**src/rtl/pll_seq_pkg.sv**
```systemverilog
// Shared types and defaults for the PLL lock sequencer.
//   pll_seq_state_e : 2-bit sequencer state, encodings visible on the debug port
//   DEF_*           : default parameter values
//   cnt_width()     : counter width for a terminal count (clog2, at least 1 bit)
package pll_seq_pkg;

  typedef enum logic [1:0] {
    WAIT_LOCK    = 2'd0,
    STABILIZE    = 2'd1,
    RELEASE_CORE = 2'd2,
    RUN          = 2'd3
  } pll_seq_state_e;

  localparam int unsigned DEF_SYNC_STAGES        = 2;
  localparam int unsigned DEF_LOCK_STABLE_CYCLES = 1024;
  localparam int unsigned DEF_STAGE_GAP_CYCLES   = 16;
  localparam int unsigned DEF_LOSS_CNT_WIDTH     = 8;

  function automatic int unsigned cnt_width(input int unsigned limit);
    return (limit > 1) ? int'($clog2(limit)) : 1;
  endfunction

endpackage

```
**src/rtl/bit_synchronizer.sv**
```systemverilog
// N-stage flop chain for bringing a single asynchronous flag into the clk domain.
//   clk   : destination clock
//   rst_n : asynchronous active-low reset, clears every stage to 0
//   d     : asynchronous input flag
//   q     : synchronized flag (last stage)
module bit_synchronizer #(
  parameter int unsigned STAGES = 2
) (
  input  logic clk,
  input  logic rst_n,
  input  logic d,
  output logic q
);

  logic [STAGES-1:0] sync_q;
  logic [STAGES-1:0] sync_d;

  always_comb begin
    sync_d    = sync_q << 1;
    sync_d[0] = d;
  end

  always_ff @(posedge clk or negedge rst_n) begin
    if (!rst_n) begin
      sync_q <= '0;
    end else begin
      sync_q <= sync_d;
    end
  end

  assign q = sync_q[STAGES-1];

endmodule

```
**src/rtl/pll_lock_sequencer.sv**
```systemverilog
// Qualifies the PLL locked flag and releases staged resets (core, then
// peripheral), tracking lock-loss events for status readout.
//   clock        : PLL output clock
//   reset_n      : asynchronous active-low reset
//   locked       : PLL lock flag, asynchronous
//   clear_status : pulse, clears lock_lost and loss_count
//   core_rst_n   : active-low core reset
//   periph_rst_n : active-low peripheral/readout reset
//   ready        : high in RUN
//   lock_lost    : sticky lock-loss flag
//   loss_count   : saturating lock-loss count
//   state        : current sequencer state (debug)
module pll_lock_sequencer
  import pll_seq_pkg::*;
#(
  parameter int unsigned SYNC_STAGES        = DEF_SYNC_STAGES,
  parameter int unsigned LOCK_STABLE_CYCLES = DEF_LOCK_STABLE_CYCLES,
  parameter int unsigned STAGE_GAP_CYCLES   = DEF_STAGE_GAP_CYCLES,
  parameter int unsigned LOSS_CNT_WIDTH     = DEF_LOSS_CNT_WIDTH
) (
  input  logic                      clock,
  input  logic                      reset_n,
  input  logic                      locked,
  input  logic                      clear_status,
  output logic                      core_rst_n,
  output logic                      periph_rst_n,
  output logic                      ready,
  output logic                      lock_lost,
  output logic [LOSS_CNT_WIDTH-1:0] loss_count,
  output logic [1:0]                state
);

  localparam int unsigned STAB_W = cnt_width(LOCK_STABLE_CYCLES);
  localparam int unsigned GAP_W  = cnt_width(STAGE_GAP_CYCLES);
  localparam logic [STAB_W-1:0] STAB_LAST = STAB_W'(LOCK_STABLE_CYCLES - 1);
  localparam logic [GAP_W-1:0]  GAP_LAST  = GAP_W'(STAGE_GAP_CYCLES - 1);

  logic lock_s;

  // One retiming flop sits between the synchronizer and the FSM: with it,
  // core release lands SYNC_STAGES + LOCK_STABLE_CYCLES + 1 edges after the
  // first locked sample, and a loss drops the resets SYNC_STAGES + 1 edges
  // after it is first sampled.
  logic lock_q, lock_d;

  pll_seq_state_e state_q, state_d;
  logic [STAB_W-1:0] stab_cnt_q, stab_cnt_d;
  logic [GAP_W-1:0]  gap_cnt_q, gap_cnt_d;
  logic              loss;

  logic                      core_rst_n_q, core_rst_n_d;
  logic                      periph_rst_n_q, periph_rst_n_d;
  logic                      ready_q, ready_d;
  logic                      lock_lost_q, lock_lost_d;
  logic [LOSS_CNT_WIDTH-1:0] loss_count_q, loss_count_d;

  bit_synchronizer #(
    .STAGES(SYNC_STAGES)
  ) u_lock_sync (
    .clk  (clock),
    .rst_n(reset_n),
    .d    (locked),
    .q    (lock_s)
  );

  // State and output register
  always_ff @(posedge clock or negedge reset_n) begin
    if (!reset_n) begin
      lock_q         <= 1'b0;
      state_q        <= WAIT_LOCK;
      stab_cnt_q     <= '0;
      gap_cnt_q      <= '0;
      core_rst_n_q   <= 1'b0;
      periph_rst_n_q <= 1'b0;
      ready_q        <= 1'b0;
      lock_lost_q    <= 1'b0;
      loss_count_q   <= '0;
    end else begin
      lock_q         <= lock_d;
      state_q        <= state_d;
      stab_cnt_q     <= stab_cnt_d;
      gap_cnt_q      <= gap_cnt_d;
      core_rst_n_q   <= core_rst_n_d;
      periph_rst_n_q <= periph_rst_n_d;
      ready_q        <= ready_d;
      lock_lost_q    <= lock_lost_d;
      loss_count_q   <= loss_count_d;
    end
  end

  // Next-state logic
  always_comb begin
    lock_d     = lock_s;
    state_d    = state_q;
    stab_cnt_d = stab_cnt_q;
    gap_cnt_d  = gap_cnt_q;
    loss       = 1'b0;
    unique case (state_q)
      WAIT_LOCK: begin
        stab_cnt_d = '0;
        if (lock_q) begin
          state_d = STABILIZE;
        end
      end
      STABILIZE: begin
        // A dropout here only restarts qualification; it is not a loss.
        if (!lock_q) begin
          state_d = WAIT_LOCK;
        end else if (stab_cnt_q == STAB_LAST) begin
          state_d   = RELEASE_CORE;
          gap_cnt_d = '0;
        end else begin
          stab_cnt_d = stab_cnt_q + 1'b1;
        end
      end
      RELEASE_CORE: begin
        if (!lock_q) begin
          state_d = WAIT_LOCK;
          loss    = 1'b1;
        end else if (gap_cnt_q == GAP_LAST) begin
          state_d = RUN;
        end else begin
          gap_cnt_d = gap_cnt_q + 1'b1;
        end
      end
      RUN: begin
        if (!lock_q) begin
          state_d = WAIT_LOCK;
          loss    = 1'b1;
        end
      end
      default: state_d = WAIT_LOCK;
    endcase
  end

  // Output logic: decoded from the next state so outputs move on the same
  // edge as the state; status applies clear first so a coincident loss wins.
  always_comb begin
    core_rst_n_d   = (state_d == RELEASE_CORE) || (state_d == RUN);
    periph_rst_n_d = (state_d == RUN);
    ready_d        = (state_d == RUN);
    lock_lost_d    = lock_lost_q;
    loss_count_d   = loss_count_q;
    if (clear_status) begin
      lock_lost_d  = 1'b0;
      loss_count_d = '0;
    end
    if (loss) begin
      lock_lost_d = 1'b1;
      if (loss_count_d != '1) begin
        loss_count_d = loss_count_d + 1'b1;
      end
    end
  end

  assign core_rst_n   = core_rst_n_q;
  assign periph_rst_n = periph_rst_n_q;
  assign ready        = ready_q;
  assign lock_lost    = lock_lost_q;
  assign loss_count   = loss_count_q;
  assign state        = state_q;

endmodule

```
**config.mk**
```make
export PLATFORM = sky130hd
export DESIGN_NAME = pll_lock_sequencer
export DESIGN_NICKNAME = d
export VERILOG_FILES = /design/src/rtl/pll_seq_pkg.sv /design/src/rtl/bit_synchronizer.sv /design/src/rtl/pll_lock_sequencer.sv
export SDC_FILE = /design/constraint.sdc
export NUM_CORES = 1
export LEC_CHECK = 0
export ABC_AREA = 1
export CAP_MARGIN = 40
export CORE_UTILIZATION = 48
export DETAILED_ROUTE_END_ITERATION = 8
export PLACE_DENSITY = 0.78
export SYNTH_ARGS = -nofsm -noshare
export SYNTH_HDL_FRONTEND = slang
export SYNTH_SLANG_ARGS = --single-unit
export TNS_END_PERCENT = 100
```
**constraint.sdc**
```tcl
create_clock -name clock -period 1.4 [get_ports clock]
set_clock_uncertainty 0.2 [all_clocks]
set_input_delay 0.35 -clock clock [delete_from_list [all_inputs] [get_ports clock]]
set_output_delay 0.35 -clock clock [all_outputs]
set_load 0.01 [all_outputs]
```
# Word-level counts from Yosys, hierarchy flattened

Cells that the tools add are included.

Multiply operators: 0
Bitwise operators: 0
Multiplexer cells: 22
Magnitude comparators: 0
Divide/modulo/power cells: 0
Shifts and indexed selects: 0
Reduce and logical (&&, ||, !) cells: 8
Equal/unequal tests: 13
Add/subtract/negate cells: 3

Operators with widths:

| kind                                                | count |
|---|---|
| two-way mux 8 bit                                   | 3 |
| two-way mux 10 bit                                  | 2 |
| one-hot mux 10 bit (2 select lines)                 | 1 |
| two-way mux 4 bit                                   | 4 |
| two-way mux 2 bit                                   | 6 |
| adder 10 x 1 -> 10 bit, second input constant       | 1 |
| equality test 10 bit, second input constant         | 1 |
| != test 2 bit, second input constant                | 5 |
| adder 8 x 1 -> 8 bit, second input constant         | 1 |
| equality test 2 bit, second input constant          | 4 |
| != test 8 bit, second input constant                | 1 |
| one-hot mux 2 bit (4 select lines)                  | 1 |
| one-hot mux 4 bit (2 select lines)                  | 1 |
| nonzero test 2 bit                                  | 3 |
| AND reduction 5 bit                                 | 1 |
| adder 4 x 1 -> 4 bit, second input constant         | 1 |
| equality test 4 bit, second input constant          | 1 |
| two-way mux 1 bit                                   | 4 |
| AND reduction 3 bit                                 | 1 |
| equality test 2 x 1 -> 1 bit, second input constant | 1 |
| logical NOT 2 bit                                   | 1 |
| OR reduction 2 bit                                  | 1 |
| logical OR 1 bit                                    | 1 |

ROM bits: 0
Latch bits: 0
RAM bits: 0
Bits of input ports: 4
Memories kept: 0
Logic and storage cells: 55
Register bits: 30

# Longest topological paths before layout

Depth after elaboration: 6
Mapped depth: 9
Gate-level depth less buffers: 9

# Modules after synthesis

A second synthesis with hierarchy kept.

Cell total of the unflattened synthesis: 224
Area total of the unflattened synthesis: 1701.6 um2

Modules (own cells, without submodules):

| module             | instances | area each (um2) | cells each |
|---|---|---|---|
| pll_lock_sequencer | 1         | 1651.6          | 222 |
| bit_synchronizer   | 1         | 50.0            | 2 |

# Worst setup path before layout

No wires, ideal clock.

Path type: reg-to-reg
From: reg loss_count_q[0] (netlist: loss_count[0])
To: reg loss_count_q[0] (netlist: loss_count[0])
Path buffers: 0
Library setup time: 80 ps
Data required time: 1120 ps
Clock period less this slack: 1631 ps
Slack: -231 ps
Data arrival time: 1352 ps
Cell stages (with the launch flop): 9
Cell sequence: dfrtp_1 > inv_1 > nor2_1 > ha_1 > nand4_1 > nor2_2 > nand2_1 > nand2_1 > xnor2_1

Longest elaborated chain between the ends: 4
Elaborated cells on any way between the ends: 5
Classes of those cells: 1 x add/sub; 1 x eq/ne; 3 x mux

Ends and longest elaborated chain:

| what                                                         | line                                                 | text |
|---|---|---|
| start, declared                                              | pll_lock_sequencer.sv:55                             | `logic [LOSS_CNT_WIDTH-1:0] loss_count_q, loss_count_d;` |
| start signal, assigned                                       | pll_lock_sequencer.sv:87                             | `loss_count_q <= loss_count_d;` |
| two-way mux 8 bit (*)                                        | pll_lock_sequencer.sv:144                            | `if (clear_status) begin` |
| adder 8 x 1 -> 8 bit / != test 8 bit (equally long branches) | pll_lock_sequencer.sv:151, pll_lock_sequencer.sv:150 |  |
| two-way mux 8 bit                                            | pll_lock_sequencer.sv:150                            | `if (loss_count_d != '1) begin` |
| two-way mux 8 bit (*)                                        | pll_lock_sequencer.sv:148                            | `if (loss) begin` |
| net loss_count_d[0]                                          | pll_lock_sequencer.sv:55                             |  |

Mark *: on every way through the listed nets, which the timed path passes. The rest lies on a longest branch.
A chain may end at the register's enable or synchronous reset.

# Worst setup path in the final report

From: reg loss_count_q[1] (netlist: loss_count[1])
To: reg loss_count_q[2] (netlist: loss_count[2])

Longest elaborated chain between the ends: 4
Elaborated cells on any way between the ends: 5
Classes of those cells: 1 x add/sub; 1 x eq/ne; 3 x mux

Ends and longest elaborated chain:

| what                                                         | line |
|---|---|
| two-way mux 8 bit (*)                                        | pll_lock_sequencer.sv:144 |
| adder 8 x 1 -> 8 bit / != test 8 bit (equally long branches) | pll_lock_sequencer.sv:151, pll_lock_sequencer.sv:150 |
| two-way mux 8 bit (*)                                        | pll_lock_sequencer.sv:150 |
| two-way mux 8 bit (*)                                        | pll_lock_sequencer.sv:148 |
| net loss_count_d[2]                                          | pll_lock_sequencer.sv:55 |

Marked as above.

==> results.md <==
* Commonest non-fill, non-tap cell in the layout: nand2_1
* Least-Margin Pin Slew at 0.473 ns
* Hold_sp: u_lock_sync.sync_q[1]
* Critical-path top delay cell: dfrtp_1
* WL/cell at 16.0 µm
* Comb power frac at 11.0%
* Fin crit share at 130%
* Final WL at 5480 µm
* DIE HEIGHT at 60.6 µm
* Ant. Diodes at 0
* Final #Nets at 305
* Largest net degree at the start of global routing at 30
* Crit start category: flip-flop
* Final Non-Filler Cells at 342
* Count of pins over their slew limit at 0
* Die width at 60.6 µm
* Most frequent cells in the layout: nand2_1, buf_4, dfrtp_1, inv_1, nand3_1
* Initial antenna violation count at 0
* GPL Wtd Cong at 0.878
* Clock power frac at 34.6%
* CP Max Fanout at 4
* Outcome: finished with violations
* Highest routed layer: met4
* Min-delay worst type: flip-flop to flip-flop
* Synthesis Warnings at 0
* Fill cells at 191
* Fraction of power consumed by sequential logic at 54.3%
* # Max-Cap Violations at 0
* Synthesis-to-layout area growth at 60.5%
* Post-synthesis register bit count at 29
* PnR worst setup slack at -0.426 ns
* Vias per inst at 5.44
* Post-layout util at 84.0%
* Max clock buf depth at 2
* Hold depth at 0
* Routed wl met3 at 274 µm
* # rows at 20
* CTS tree: done
* Register area share after synthesis at 44.0%
* Number of remaining DRC errors at 0
* Fmax achieved at 548 MHz
* GRT Total Usage at 27.8%
* Routed Antenna Nets at 0
* Starting Density at 52.3%
* CTS Sinks at 29
* # IOs at 18
* Core region area at 3150 µm²
* Wire length on met2 at 2910 µm
* CP Class: flip-flop to flip-flop
* Root Driver: clkbuf_4
* Synth top area cells: dfrtp_1, nand2_1, nand3_1
* Placed Cells at 320
* Distinct cell type count after synthesis at 24
* Reg2Reg Depth at 9
* P_sw at 428 µW
* 1st-iter DRT viols at 106
* Worst setup EP type: flip-flop
* Die area at 3670 µm²
* Mapped Cells at 218
* Area of the mapped netlist at 1650 µm²
* Worst stage delay on the critical path at 0.39 ns
* Layout cells sized above 1 at 48.0%
* Hold-fix buffers at CTS at 0
* LEAKAGE at 0.00136 µW
* Setup violators final at 40
* Avg Cell Area, Syn at 7.56 µm²
* Sw frac at 26.9%
* RSZ-0062 raised after global routing: yes
* H-tree levels at 2
* Hold EP: lock_q
* First-pass GRT wire length at 7310 µm
* Slew Limit Headroom at 68.3%
* Top-area cell type share of the netlist area at 44.0%
* Final hold vios at 0
* Port bufs at 17
* Cell taking the most area after synthesis: dfrtp_1
* Met1 wire length at 2080 µm
* Pwr dens at 601 nW/µm²
* DRT Pass-1 Iters at 4
* Total grt overflow at 0
* Min Tclk post-route at 1.83 ns
* Vias at 1859
* R2r startpoint: loss_count[1]
* Post-detail-place hpwl at 2670 µm
* RR Endpoint: loss_count[2]
* Data arrival time of the critical path at 1.89 ns
* Cts bufs inserted at 5
* Clk_lat worst skew at 0.35 ns
* WP data required at 1.47 ns
* P_int at 1160 µW
* Reg-to-reg setup timing slack at -0.43 ns
* Peak supply drop at 0.000502 V
* Syn nets at 225
* Failing checks: negative setup slack
* Vias in the first global route at 1672
* Cells along the critical path: buf_6, inv_4, nor2_4, ha_4, nand4_1, nor2_4, buf_6, a21oi_2, o21ai_1
* CTS clock-pin slew for the worst setup and hold paths at 0.11 ns
-- synthesized netlist by cell type --
cell and number:
a21oi_1 4, buf_2 1, buf_4 2, buf_8 1, dfrtp_1 29, ha_1 3, inv_1 25, inv_2 1
nand2_1 69, nand2_2 1, nand3_1 25, nand3_2 1, nand3_4 1, nand3b_1 3, nand4_1 3, nand4_4 1
nor2_1 23, nor2_2 2, nor2_4 3, nor3_1 1, nor3_2 1, o21ai_0 12, or2_2 3, xnor2_1 3
-- power by group through the flow --
| stage | combinational [µW] | sequential [µW] | clock, µW |
|---|---|---|---|
| floorplan | 55.8 | 885 | 0 |
| global placement | 133 | 880 | 0 |
| detailed placement | 135 | 881 | 0 |
| CTS | 148 | 864 | 547 |
| global route | 187 | 866 | 576 |
| finish | 176 | 864 | 551 |
-- worst max-delay path by stage --
stage	endpoint	from	cells after the start
2_1_floorplan	loss_count[0]	loss_count[0]	8
3_3_place_gp	loss_count[0]	clear_status	8
3_5_place_dp	loss_count[0]	clear_status	8
4_1_cts	loss_count[2]	loss_count[1]	9
5_1_grt	loss_count[0]	loss_count[1]	9
6_report	loss_count[2]	loss_count[1]	9
-- cell type report --
cell class	count	area, µm²	area share (%)
Multi-Input combinational cell	162	1090	41.2
Clock buffer	7	55.1	2.08
Tap cell	44	55.1	2.08
Sequential cell	29	726	27.4
Inverter	26	103	3.88
Timing Repair Buffer	74	618	23.3
-- per-layer routing --
metal  GRT usage [%]  up-vias
met5               0        -
met4            10.7        0
met3            6.40       25
met2            49.5       80
met1            32.4      896
li1                -      858
-- logic make-up after synthesis --
family                     after synthesis  share of synthesized area, %
buffers and inverters                   30                          8.04
xor gates and xnor gates                 3                          1.59
AOI/OAI and AO/OA                       16                          4.86
adders and majority gates                3                          2.28
DFF                                     29                          44.0
and+or+nand+nor                        137                          39.2
-- timing repair --
action	4_1_cts	5_1_grt
gates resized for setup	95	39
setup endpoints to repair	39	40
cloned	3	0
setup buffers	8	6
pin swaps	15	13
-- worst max-delay path, delay by kind of cell, from the launching register on --
kind | cells | cell delay (ns)
AND/OR/NAND/NOR | 3 | 0.55
flip-flops | 1 | 0.39
AO/OA/AOI/OAI | 2 | 0.17
adder cells (fa/ha/maj) | 1 | 0.15
buffers and inverters | 3 | 0.28
-- per-stage QoR --
stage	hold WS (ns)	area (µm²)	total power, µW	worst slack [ns]	TNS (ns)
2_1_floorplan	-0.146	1670	941	-0.181	-1.59
3_3_place_gp	0.137	2210	1010	-0.631	-6.44
3_5_place_dp	0.137	2210	1020	-0.729	-7.62
4_1_cts	0.143	2460	1560	-0.338	-6.16
5_1_grt	0.157	2650	1630	-0.496	-10.25
6_report	0.133	2650	1590	-0.426	-8.28
-- sequential cells by signal, indices dropped and copies added (netlist names) --
name,flops
loss_count,8
state,2
lock_q,1
lock_lost,1
ready,1
u_lock_sync.sync_q,2
gap_cnt_q,4
stab_cnt_q,10
Note: power is estimated with default switching activity, not from simulation.
